--- src/rtl/deint_pkg.sv ---
// rtl/deint_pkg.sv - shared packet-type constants, geometry width and sink state type
package deint_pkg;

    localparam logic [3:0] PKT_CTRL  = 4'hF;
    localparam logic [3:0] PKT_VIDEO = 4'h0;
    localparam int         GEOM_W    = 16;

    typedef enum logic [1:0] {
        ST_IDLE,
        ST_CTRL,
        ST_VIDEO,
        ST_DRAIN
    } sink_state_t;

endpackage

--- src/rtl/deint_field_sink_if.sv ---
// rtl/deint_field_sink_if.sv - Avalon-ST video input bundle for the field sink
interface deint_field_sink_if #(
    parameter int DATA_WIDTH = 24
);
    logic [DATA_WIDTH-1:0] din_data;
    logic                  din_valid;
    logic                  din_startofpacket;
    logic                  din_endofpacket;
    logic                  din_ready;

    modport master (
        output din_data, din_valid, din_startofpacket, din_endofpacket,
        input  din_ready
    );

    modport slave (
        input  din_data, din_valid, din_startofpacket, din_endofpacket,
        output din_ready
    );
endinterface

--- src/rtl/deint_ctrl_parser.sv ---
// rtl/deint_ctrl_parser.sv - control-packet nibble shifter with geometry clamp
module deint_ctrl_parser
    import deint_pkg::*;
#(
    parameter int MAX_WIDTH = 1024,
    parameter int MAX_LINES = 512
) (
    input  logic              clock,
    input  logic              reset,
    input  logic              beat_en_i,
    input  logic [3:0]        beat_idx_i,
    input  logic [3:0]        nibble_i,
    output logic [GEOM_W-1:0] width_o,
    output logic [GEOM_W-1:0] lines_o
);

    logic [GEOM_W-1:0] width_sh_q;
    logic [GEOM_W-1:0] lines_sh_q;

    // Zero or out-of-range geometry falls back to the buffer capacity.
    function automatic logic [GEOM_W-1:0] clamp(input logic [GEOM_W-1:0] v,
                                                 input int unsigned max_v);
        if (v == '0 || 32'(v) > max_v) begin
            return GEOM_W'(max_v);
        end
        return v;
    endfunction

    always_ff @(posedge clock) begin
        if (reset) begin
            width_sh_q <= '0;
            lines_sh_q <= '0;
        end else if (beat_en_i) begin
            if (beat_idx_i < 4'd4) begin
                width_sh_q <= {width_sh_q[GEOM_W-5:0], nibble_i};
            end else if (beat_idx_i < 4'd8) begin
                lines_sh_q <= {lines_sh_q[GEOM_W-5:0], nibble_i};
            end
        end
    end

    assign width_o = clamp(width_sh_q, MAX_WIDTH);
    assign lines_o = clamp(lines_sh_q, MAX_LINES);

endmodule

--- src/rtl/deint_field_sink.sv ---
// rtl/deint_field_sink.sv - round-robin line-buffer field sink; DEINT_SINK_CTRL_PARSE_EN enables geometry parsing
module deint_field_sink
    import deint_pkg::*;
#(
    parameter int DATA_WIDTH = 24,
    parameter int MAX_WIDTH  = 1024,
    parameter int MAX_LINES  = 512,
    parameter int NUM_BUFS   = 2
) (
    input  logic                         clock,
    input  logic                         reset,
    deint_field_sink_if.slave            din,
    output logic [NUM_BUFS-1:0]          wr_req,
    output logic [$clog2(MAX_WIDTH)-1:0] wr_addr,
    output logic [DATA_WIDTH-1:0]        wr_data,
    output logic                         line_done,
    output logic [$clog2(NUM_BUFS)-1:0]  line_buf,
    output logic [$clog2(MAX_LINES)-1:0] line_num,
    output logic                         field_done,
    input  logic                         line_release,
    output logic [GEOM_W-1:0]            act_width,
    output logic [GEOM_W-1:0]            act_lines,
    output logic                         err_short,
    output logic                         err_long
);

    localparam int AW = $clog2(MAX_WIDTH);
    localparam int LW = $clog2(MAX_LINES);
    localparam int BW = $clog2(NUM_BUFS);
    localparam int OW = $clog2(NUM_BUFS + 1);
`ifdef DEINT_SINK_CTRL_PARSE_EN
    localparam bit PARSE_EN = 1'b1;
`else
    localparam bit PARSE_EN = 1'b0;
`endif

    sink_state_t   state_q, state_d;
    logic [AW-1:0] px_q;
    logic [LW-1:0] line_q;
    logic [BW-1:0] wr_ptr_q, rd_ptr_q;
    logic [OW-1:0] occ_q, occ_d;
    logic          ready_q, ready_d;
    logic          from_video_q;
    logic          line_done_q, field_done_q;
    logic [BW-1:0] line_buf_q;
    logic [LW-1:0] line_num_q;
    logic          err_short_q, err_long_q;

    logic       xfer, sop, eop, video_sop, video_beat;
    logic       px_last, line_last, line_cmp, rel;
    logic [3:0] nib;

    function automatic logic [BW-1:0] ptr_inc(input logic [BW-1:0] p);
        return (p == BW'(NUM_BUFS - 1)) ? '0 : p + BW'(1);
    endfunction

    assign xfer       = din.din_valid & ready_q;
    assign sop        = din.din_startofpacket;
    assign eop        = din.din_endofpacket;
    assign nib        = din.din_data[3:0];
    assign video_sop  = xfer && sop && (state_q == ST_IDLE) && (nib == PKT_VIDEO);
    assign video_beat = xfer && (state_q == ST_VIDEO);
    assign px_last    = (GEOM_W'(px_q) == act_width - GEOM_W'(1));
    assign line_last  = (GEOM_W'(line_q) == act_lines - GEOM_W'(1));
    assign line_cmp   = video_beat && px_last;
    assign rel        = line_release && (occ_q != '0);

`ifdef DEINT_SINK_CTRL_PARSE_EN
    logic [3:0]        ctrl_cnt_q;
    logic [GEOM_W-1:0] parsed_width, parsed_lines;
    logic [GEOM_W-1:0] act_width_q, act_lines_q;

    deint_ctrl_parser #(
        .MAX_WIDTH(MAX_WIDTH),
        .MAX_LINES(MAX_LINES)
    ) u_parser (
        .clock      (clock),
        .reset      (reset),
        .beat_en_i  (xfer && (state_q == ST_CTRL)),
        .beat_idx_i (ctrl_cnt_q),
        .nibble_i   (nib),
        .width_o    (parsed_width),
        .lines_o    (parsed_lines)
    );

    // Parsed geometry is only adopted at a video header so a field never changes shape.
    always_ff @(posedge clock) begin
        if (reset) begin
            ctrl_cnt_q  <= '0;
            act_width_q <= GEOM_W'(MAX_WIDTH);
            act_lines_q <= GEOM_W'(MAX_LINES);
        end else begin
            if (state_q == ST_IDLE) begin
                ctrl_cnt_q <= '0;
            end else if (xfer && state_q == ST_CTRL && ctrl_cnt_q != 4'hF) begin
                ctrl_cnt_q <= ctrl_cnt_q + 4'd1;
            end
            if (video_sop) begin
                act_width_q <= parsed_width;
                act_lines_q <= parsed_lines;
            end
        end
    end

    assign act_width = act_width_q;
    assign act_lines = act_lines_q;
`else
    assign act_width = GEOM_W'(MAX_WIDTH);
    assign act_lines = GEOM_W'(MAX_LINES);
`endif

    always_ff @(posedge clock) begin
        if (reset) begin
            state_q <= ST_IDLE;
        end else begin
            state_q <= state_d;
        end
    end

    always_comb begin
        state_d = state_q;
        case (state_q)
            ST_IDLE: begin
                if (xfer && sop && !eop) begin
                    if (nib == PKT_VIDEO) begin
                        state_d = ST_VIDEO;
                    end else if (nib == PKT_CTRL && PARSE_EN) begin
                        state_d = ST_CTRL;
                    end else begin
                        state_d = ST_DRAIN;
                    end
                end
            end
            ST_VIDEO: begin
                if (line_cmp && line_last) begin
                    state_d = eop ? ST_IDLE : ST_DRAIN;
                end else if (video_beat && eop) begin
                    state_d = ST_IDLE;
                end
            end
            ST_CTRL, ST_DRAIN: begin
                if (xfer && eop) begin
                    state_d = ST_IDLE;
                end
            end
            default: state_d = ST_IDLE;
        endcase
    end

    always_comb begin
        wr_req  = '0;
        wr_addr = px_q;
        if (video_beat) begin
            wr_req[wr_ptr_q] = 1'b1;
        end
    end

    assign wr_data = din.din_data;

    // Completion and release in the same cycle cancel in the count but both pointers move.
    always_comb begin
        occ_d   = occ_q + OW'(line_cmp) - OW'(rel);
        ready_d = (state_d != ST_VIDEO) || (occ_d < OW'(NUM_BUFS));
    end

    always_ff @(posedge clock) begin
        if (reset) begin
            px_q         <= '0;
            line_q       <= '0;
            wr_ptr_q     <= '0;
            rd_ptr_q     <= '0;
            occ_q        <= '0;
            ready_q      <= 1'b0;
            from_video_q <= 1'b0;
            line_done_q  <= 1'b0;
            field_done_q <= 1'b0;
            line_buf_q   <= '0;
            line_num_q   <= '0;
            err_short_q  <= 1'b0;
            err_long_q   <= 1'b0;
        end else begin
            occ_q        <= occ_d;
            ready_q      <= ready_d;
            line_done_q  <= line_cmp;
            field_done_q <= line_cmp && line_last;
            if (line_cmp) begin
                line_buf_q <= wr_ptr_q;
                line_num_q <= line_q;
            end
            if (rel) begin
                rd_ptr_q <= ptr_inc(rd_ptr_q);
            end
            if (video_sop) begin
                px_q   <= '0;
                line_q <= '0;
            end else if (video_beat) begin
                if (px_last) begin
                    px_q     <= '0;
                    line_q   <= line_q + LW'(1);
                    wr_ptr_q <= ptr_inc(wr_ptr_q);
                end else begin
                    px_q <= px_q + AW'(1);
                end
            end
            if (state_q == ST_VIDEO) begin
                from_video_q <= 1'b1;
            end else if (state_q == ST_IDLE) begin
                from_video_q <= 1'b0;
            end
            if ((video_beat && eop && !(line_cmp && line_last)) || (video_sop && eop)) begin
                err_short_q <= 1'b1;
            end
            if (xfer && state_q == ST_DRAIN && from_video_q) begin
                err_long_q <= 1'b1;
            end
        end
    end

    assign din.din_ready = ready_q;
    assign line_done     = line_done_q;
    assign line_buf      = line_buf_q;
    assign line_num      = line_num_q;
    assign field_done    = field_done_q;
    assign err_short     = err_short_q;
    assign err_long      = err_long_q;

endmodule

--- src/flat_wrapper.sv ---
// flat-port wrapper written by rule: the top's interface ports become plain ports
module deint_field_sink_flat import deint_pkg::*;
#(
    parameter int DATA_WIDTH = 24,
    parameter int MAX_WIDTH  = 1024,
    parameter int MAX_LINES  = 512,
    parameter int NUM_BUFS   = 2
)
  (clock, reset, wr_req, wr_addr, wr_data, line_done, line_buf, line_num, field_done, line_release, act_width, act_lines, err_short, err_long, din_din_data, din_din_valid, din_din_startofpacket, din_din_endofpacket, din_din_ready);
  deint_field_sink_if #(.DATA_WIDTH(DATA_WIDTH)) din_i ();
  input  logic clock;
  input  logic reset;
  output logic [NUM_BUFS-1:0] wr_req;
  output logic [$clog2(MAX_WIDTH)-1:0] wr_addr;
  output logic [DATA_WIDTH-1:0] wr_data;
  output logic line_done;
  output logic [$clog2(NUM_BUFS)-1:0] line_buf;
  output logic [$clog2(MAX_LINES)-1:0] line_num;
  output logic field_done;
  input  logic line_release;
  output logic [GEOM_W-1:0] act_width;
  output logic [GEOM_W-1:0] act_lines;
  output logic err_short;
  output logic err_long;
  input wire logic [$bits(din_i.din_data)-1:0] din_din_data;
  input wire logic [$bits(din_i.din_valid)-1:0] din_din_valid;
  input wire logic [$bits(din_i.din_startofpacket)-1:0] din_din_startofpacket;
  input wire logic [$bits(din_i.din_endofpacket)-1:0] din_din_endofpacket;
  output wire logic [$bits(din_i.din_ready)-1:0] din_din_ready;
  assign din_i.din_data = din_din_data;
  assign din_i.din_valid = din_din_valid;
  assign din_i.din_startofpacket = din_din_startofpacket;
  assign din_i.din_endofpacket = din_din_endofpacket;
  assign din_din_ready = din_i.din_ready;
  deint_field_sink #(.DATA_WIDTH(DATA_WIDTH), .MAX_WIDTH(MAX_WIDTH), .MAX_LINES(MAX_LINES), .NUM_BUFS(NUM_BUFS)) u_core (.clock(clock), .reset(reset), .din(din_i), .wr_req(wr_req), .wr_addr(wr_addr), .wr_data(wr_data), .line_done(line_done), .line_buf(line_buf), .line_num(line_num), .field_done(field_done), .line_release(line_release), .act_width(act_width), .act_lines(act_lines), .err_short(err_short), .err_long(err_long));
endmodule
--- config.mk ---
export PLATFORM = sky130hd
export DESIGN_NAME = deint_field_sink_flat
export DESIGN_NICKNAME = d
export VERILOG_FILES = /design/src/rtl/deint_pkg.sv /design/src/rtl/deint_field_sink_if.sv /design/src/rtl/deint_ctrl_parser.sv /design/src/rtl/deint_field_sink.sv /design/src/flat_wrapper.sv
export SDC_FILE = /design/constraint.sdc
export NUM_CORES = 1
export LEC_CHECK = 0
export CAP_MARGIN = 10
export CORE_ASPECT_RATIO = 0.8
export CORE_UTILIZATION = 40
export DETAILED_ROUTE_END_ITERATION = 6
export PLACE_DENSITY_LB_ADDON = 0.1
export SKIP_CTS_REPAIR_TIMING = 1
export SYNTH_ARGS = -nofsm -noshare
export SYNTH_HDL_FRONTEND = slang
export SYNTH_HIERARCHICAL = 1
export SYNTH_SLANG_ARGS = --single-unit
--- constraint.sdc ---
create_clock -name clock -period 2.66 [get_ports clock]
set_input_delay 0.399 -clock clock [delete_from_list [all_inputs] [get_ports clock]]
set_output_delay 0.399 -clock clock [all_outputs]
set_load 0.01 [all_outputs]
# After elaboration in Yosys (flattened, before gate mapping)

Index checks and enable logic that the tools add are counted.

Equality and inequality tests: 6
Reduce and logical (&&, ||, !) cells: 27
Muxes and demuxes: 14
Bitwise operators: 2
$add $sub $neg: 5
Order comparisons: 3

Operator list:

| cell                  | count |
|---|---|
| $logic_and 1x1->1     | 15 |
| $mux 2                | 6 |
| $add 10x1->10 const B | 1 |
| $eq 10x10->1 const B  | 1 |
| $mux 10               | 1 |
| $add 9x1->9 const B   | 1 |
| $eq 9x9->1 const B    | 1 |
| $pmux 2 s3            | 1 |
| $mux 1                | 5 |
| $eq 2x2->1 const B    | 2 |
| $logic_not 4->1       | 1 |
| $reduce_bool 2->1     | 2 |
| $reduce_or 2->1       | 2 |
| $reduce_and 3->1      | 1 |
| $add 2x1->2           | 1 |
| $eq 2x1->1 const B    | 1 |
| $logic_not 1->1       | 2 |
| $logic_not 2->1       | 1 |
| $logic_or 1x1->1      | 2 |
| $lt 1x2->1 const B    | 1 |
| $lt 2x2->1 const B    | 1 |
| $ne 2x2->1 const B    | 1 |
| $reduce_and 2->1      | 1 |
| $sub 2x1->2           | 1 |
| 5 further kinds       | 5 |

Output and inout bits: 83
Bits in registers: 40
Word-level logic and storage cells: 70
Input port bits: 30

# Logic depth before layout (Yosys ltp)

Depth in word-level cells: 8
Depth in mapped cells: 11

# Worst setup path before layout

Ideal clock, no wire load.

Kind: reg2reg
Start point: register u_core.px_q[0] (netlist: u_core/wr_addr[0])
End point: register u_core.ready_q (netlist: u_core/din.din_ready)
Path buffers: 1
Library setup time: 132 ps
Arrival time: 2157 ps
Cell stages (with the launch flop): 12
Slack: 371 ps
Period minus slack after synthesis: 2289 ps
Data required time: 2528 ps
Path through: dfxtp_1 > ha_1 > and3_1 > buf_2 > nand4_4 > ha_1 > inv_1 > ha_1 > xor2_1 > xnor2_1 > a41oi_1 > a21oi_1

Longest elaborated chain between the ends: 7

RTL lines:

| item                                                                | RTL line                | RTL |
|---|---|---|
| start, declared                                                     | deint_field_sink.sv:38  | `logic [AW-1:0] px_q;` |
| start signal, assigned                                              | deint_field_sink.sv:202 | `px_q <= px_q + AW'(1);` |
| $eq 10x10->1 (*)                                                    | deint_field_sink.sv:63  | `assign px_last = (GEOM_W'(px_q) == act_width - GEOM_W'(1));` |
| $logic_and 1x1->1 (*)                                               | deint_field_sink.sv:65  | `assign line_cmp = video_beat && px_last;` |
| parallel branches: the longest is 4 deep, another holds $add 2x1->2 | -                       |  |
| $logic_or 1x1->1 (*)                                                | deint_field_sink.sv:163 | `ready_d = (state_d != ST_VIDEO) \|\| (occ_d < OW'(NUM_BUFS));` |
| end signal, assigned                                                | deint_field_sink.sv:183 | `ready_q <= ready_d;` |
| end, declared                                                       | deint_field_sink.sv:42  | `logic ready_q, ready_d;` |

Mark *: on every way between the ends.
A chain may end at the register's enable or synchronous reset.

# Worst setup path in the final report

Start point: input din_din_valid
End point: output wr_req[1]

Longest elaborated chain between the ends: 3

RTL lines:

| item              | RTL line                | RTL |
|---|---|---|
| start, declared   | flat_wrapper.sv:26      | `input wire logic [$bits(din_i.din_valid)-1:0] din_din_valid;` |
| $and 1x1->1       | deint_field_sink.sv:57  | `assign xfer = din.din_valid & ready_q;` |
| $logic_and 1x1->1 | deint_field_sink.sv:62  | `assign video_beat = xfer && (state_q == ST_VIDEO);` |
| $mux 2            | deint_field_sink.sv:153 | `if (video_beat) begin` |
| end, declared     | flat_wrapper.sv:13      | `output logic [NUM_BUFS-1:0] wr_req;` |

Every way passes these cells.

==> impl_metrics.ini <==
[timing]
finalSetupViolations = 0
finalClockSkew_ns = 0.00541
holdWs_ns = 0.457
rsz0062_at_grt = no
min_period_over_period_pct = 91.6
min_period_ns = 2.44
hold_violations = 0
tns_ns = 0
fmax_mhz = 410
slew_violations = 0

[setup_path]
path_max_fanout = 13
cp_data_arrival_time_ns = 2.04
required_ns = 2.26
startpoint_type = input port
end_kind = primary output
r2r_cells = 10
crit_type = in2out

[floorplan]
core_um2 = 5210
fp.dieW_um = 85.7
start_util_pct = 43.0
io_pins = 113
dieArea_um2 = 5900
die_h_um = 68.9
std_cell_rows = 23

[synthesis]
synth-seq-cells = 40
syn-cell-area_um2 = 2240
synth_top_family_by_area = simple AND/OR/NAND/NOR gates
syn_inst = 268
synthSimpleGateAreaFrac_pct = 22.8
synth_mux_area_share_pct = 0.447
synthArstFlopShare_pct = 0
synth_adder_area_share_pct = 2.79
synth_top_area_cell = dfxtp_1
synth_ff_type = dfxtp_1
synth_compound_area_share_pct = 10.7
yosysWarnings = 6
synth_top_area_share_pct = 35.8
ys_seq_area_share_pct = 35.8
avgSynthCellArea_um2 = 8.36
synth_xor_area_share_pct = 4.30
synth_area_leaders = dfxtp_1, buf_4, nand2_1
ys_types = 40
synth-edff-count = 0

[detailed_routing]
drt_iter0_markers = 54
wirelength_um = 4390
ant_nets = 0
vias_per_cell = 4.67
dr.pass1.iters = 4
wl_per_cell_um = 12.1
vias = 1700
drc = 0

[power_and_ir_drop]
intPower_w = 0.000908
p_sw_share_pct = 23.2
leakage_nw = 0.953
irDropWorstVdd_mv = 0.214
power_density_nw_per_um2 = 463
pwr-share-clk_pct = 42.3
p_comb_share_pct = 6.5
p_switching_w = 0.000275
pwr-share-seq_pct = 51.2
p_total_w = 0.00118

[job]
maxCapViolCount = 0

[grt]
antenna_found_initial = 0
grt_pass1_wl_um = 7230
grt_pass1_vias = 1529
overflow = 0
grt_max_degree = 21
grt.total_usage_pct = 15.9

[finish]
nFillCells = 505
fin_nets = 323
multi_input_area_um2 = 1040
syn2layout_area_growth_pct = 14.0
antenna_cells = 0
mostFrequentLayoutCells = clkdlybuf4s50_1, dfxtp_1, nand2_1
drive_gt1_share_pct = 8.65
seq_area_um2 = 801

[clocking]
htreeDepth = 2
clock_path_buffers = 2
cts_tree = yes
cts_root_buffer = clkbuf_8
cts_buffers = 5
clock_sinks = 40
worst_skew_pair.late_latency_ns = 0.30
clk_pin_slew_ns = 0.08

[worst_hold_path]
hold_class = reg2reg
hold_depth = 2

[place]
place_hpwl_um = 3180
numPortBuffers = 40
gp_congestion = 0.758

[status]
outcome = finished clean
## stage by stage
| stage | util, % | std cells | cell area (um^2) | worst slack, ns |
|---|---|---|---|---|
| after global placement | 46.9 | 356 | 2440 | 0.217 |
| after floorplan | - | 298 | 2350 | 0.371 |
| after detailed placement | 46.9 | 356 | 2440 | 0.177 |
| after CTS | 49.0 | 364 | 2550 | 0.235 |
| final | 49.0 | 364 | 2550 | 0.223 |
| after global routing | 49.0 | 364 | 2550 | 0.140 |
## synthesized netlist by cell type, drive strengths merged, types with 2 or more instances
cell type  number
a41oi           2
and3            4
clkbuf          2
nor2           19
and4            2
o31ai           5
nor3            5
xnor2           6
conb            2
or4             6
a21oi          23
xor2            5
nand4           9
nand2          33
o21ai           2
and2            2
nand3           6
a211oi          2
buf            66
or3             2
inv             6
ha              5
nor4            3
dfxtp          40
## worst paths after layout
path,startpoint,to,slack (ns)
setup / recovery,din_din_valid,wr_req[1],0.22
hold / removal,u_core/line_num[6],u_core/line_num[6],0.46
setup reg to reg,u_core/wr_addr[1],u_core/din.din_ready,0.33
hold reg to reg,u_core/line_num[6],u_core/line_num[6],0.46
## routing by layer
layer  vias up  track usage, %  share of wire [%]
met5         -               0                  0
met4         0            5.83               0.93
met3         6            4.64                6.4
met2        51            26.3                 46
met1       773            19.9                 47
li1        870               -                  -
## kinds of logic after synthesis
family | count (synthesis)
adder cells (fa/ha/maj) | 5
other | 2
AO/OA/AOI/OAI | 38
AND/OR/NAND/NOR | 97
buffers and inverters | 74
flip-flops | 40
XOR/XNOR | 11
multiplexers | 1
## state kept, by name (all words and copies together), names as in the netlist
register,count
u_core/field_done,1
u_core/err_short,1
u_core/din.din_ready,1
u_core/line_buf,1
u_core/line_q,9
u_core/line_num,9
u_core/line_done,1
u_core/wr_ptr_q,1
u_core/wr_addr,10
u_core/err_long,1
u_core/from_video_q,1
u_core/occ_q,2
u_core/state_q,2
## worst max-delay path, cell delays in order
cell and delay [ns]:
clkdlybuf4s50_1 0.48, and4b_2 0.27, buf_4 0.21, and2_1 0.14
clkdlybuf4s50_1 0.54
## cell type report
type,count,area share (%)
Clock inverter,3,1.67
Inverter,6,0.882
Tap cell,75,3.68
Clock buffer,5,2.70
Multi-Input combinational cell,184,40.8
Sequential cell,40,31.4
Timing Repair Buffer,51,18.9
## power by group through the flow
stage | logic, W | registers (W) | clock network [W]
after floorplan | 0.000113 | 0.000617 | 0
after global placement | 0.0000764 | 0.000619 | 0
after detailed placement | 0.0000764 | 0.000619 | 0
after CTS | 0.0000767 | 0.000605 | 0.000517
after global routing | 0.0000866 | 0.000606 | 0.000540
final | 0.0000771 | 0.000605 | 0.000500
No activity file was read; power rests on OpenSTA's default activity.
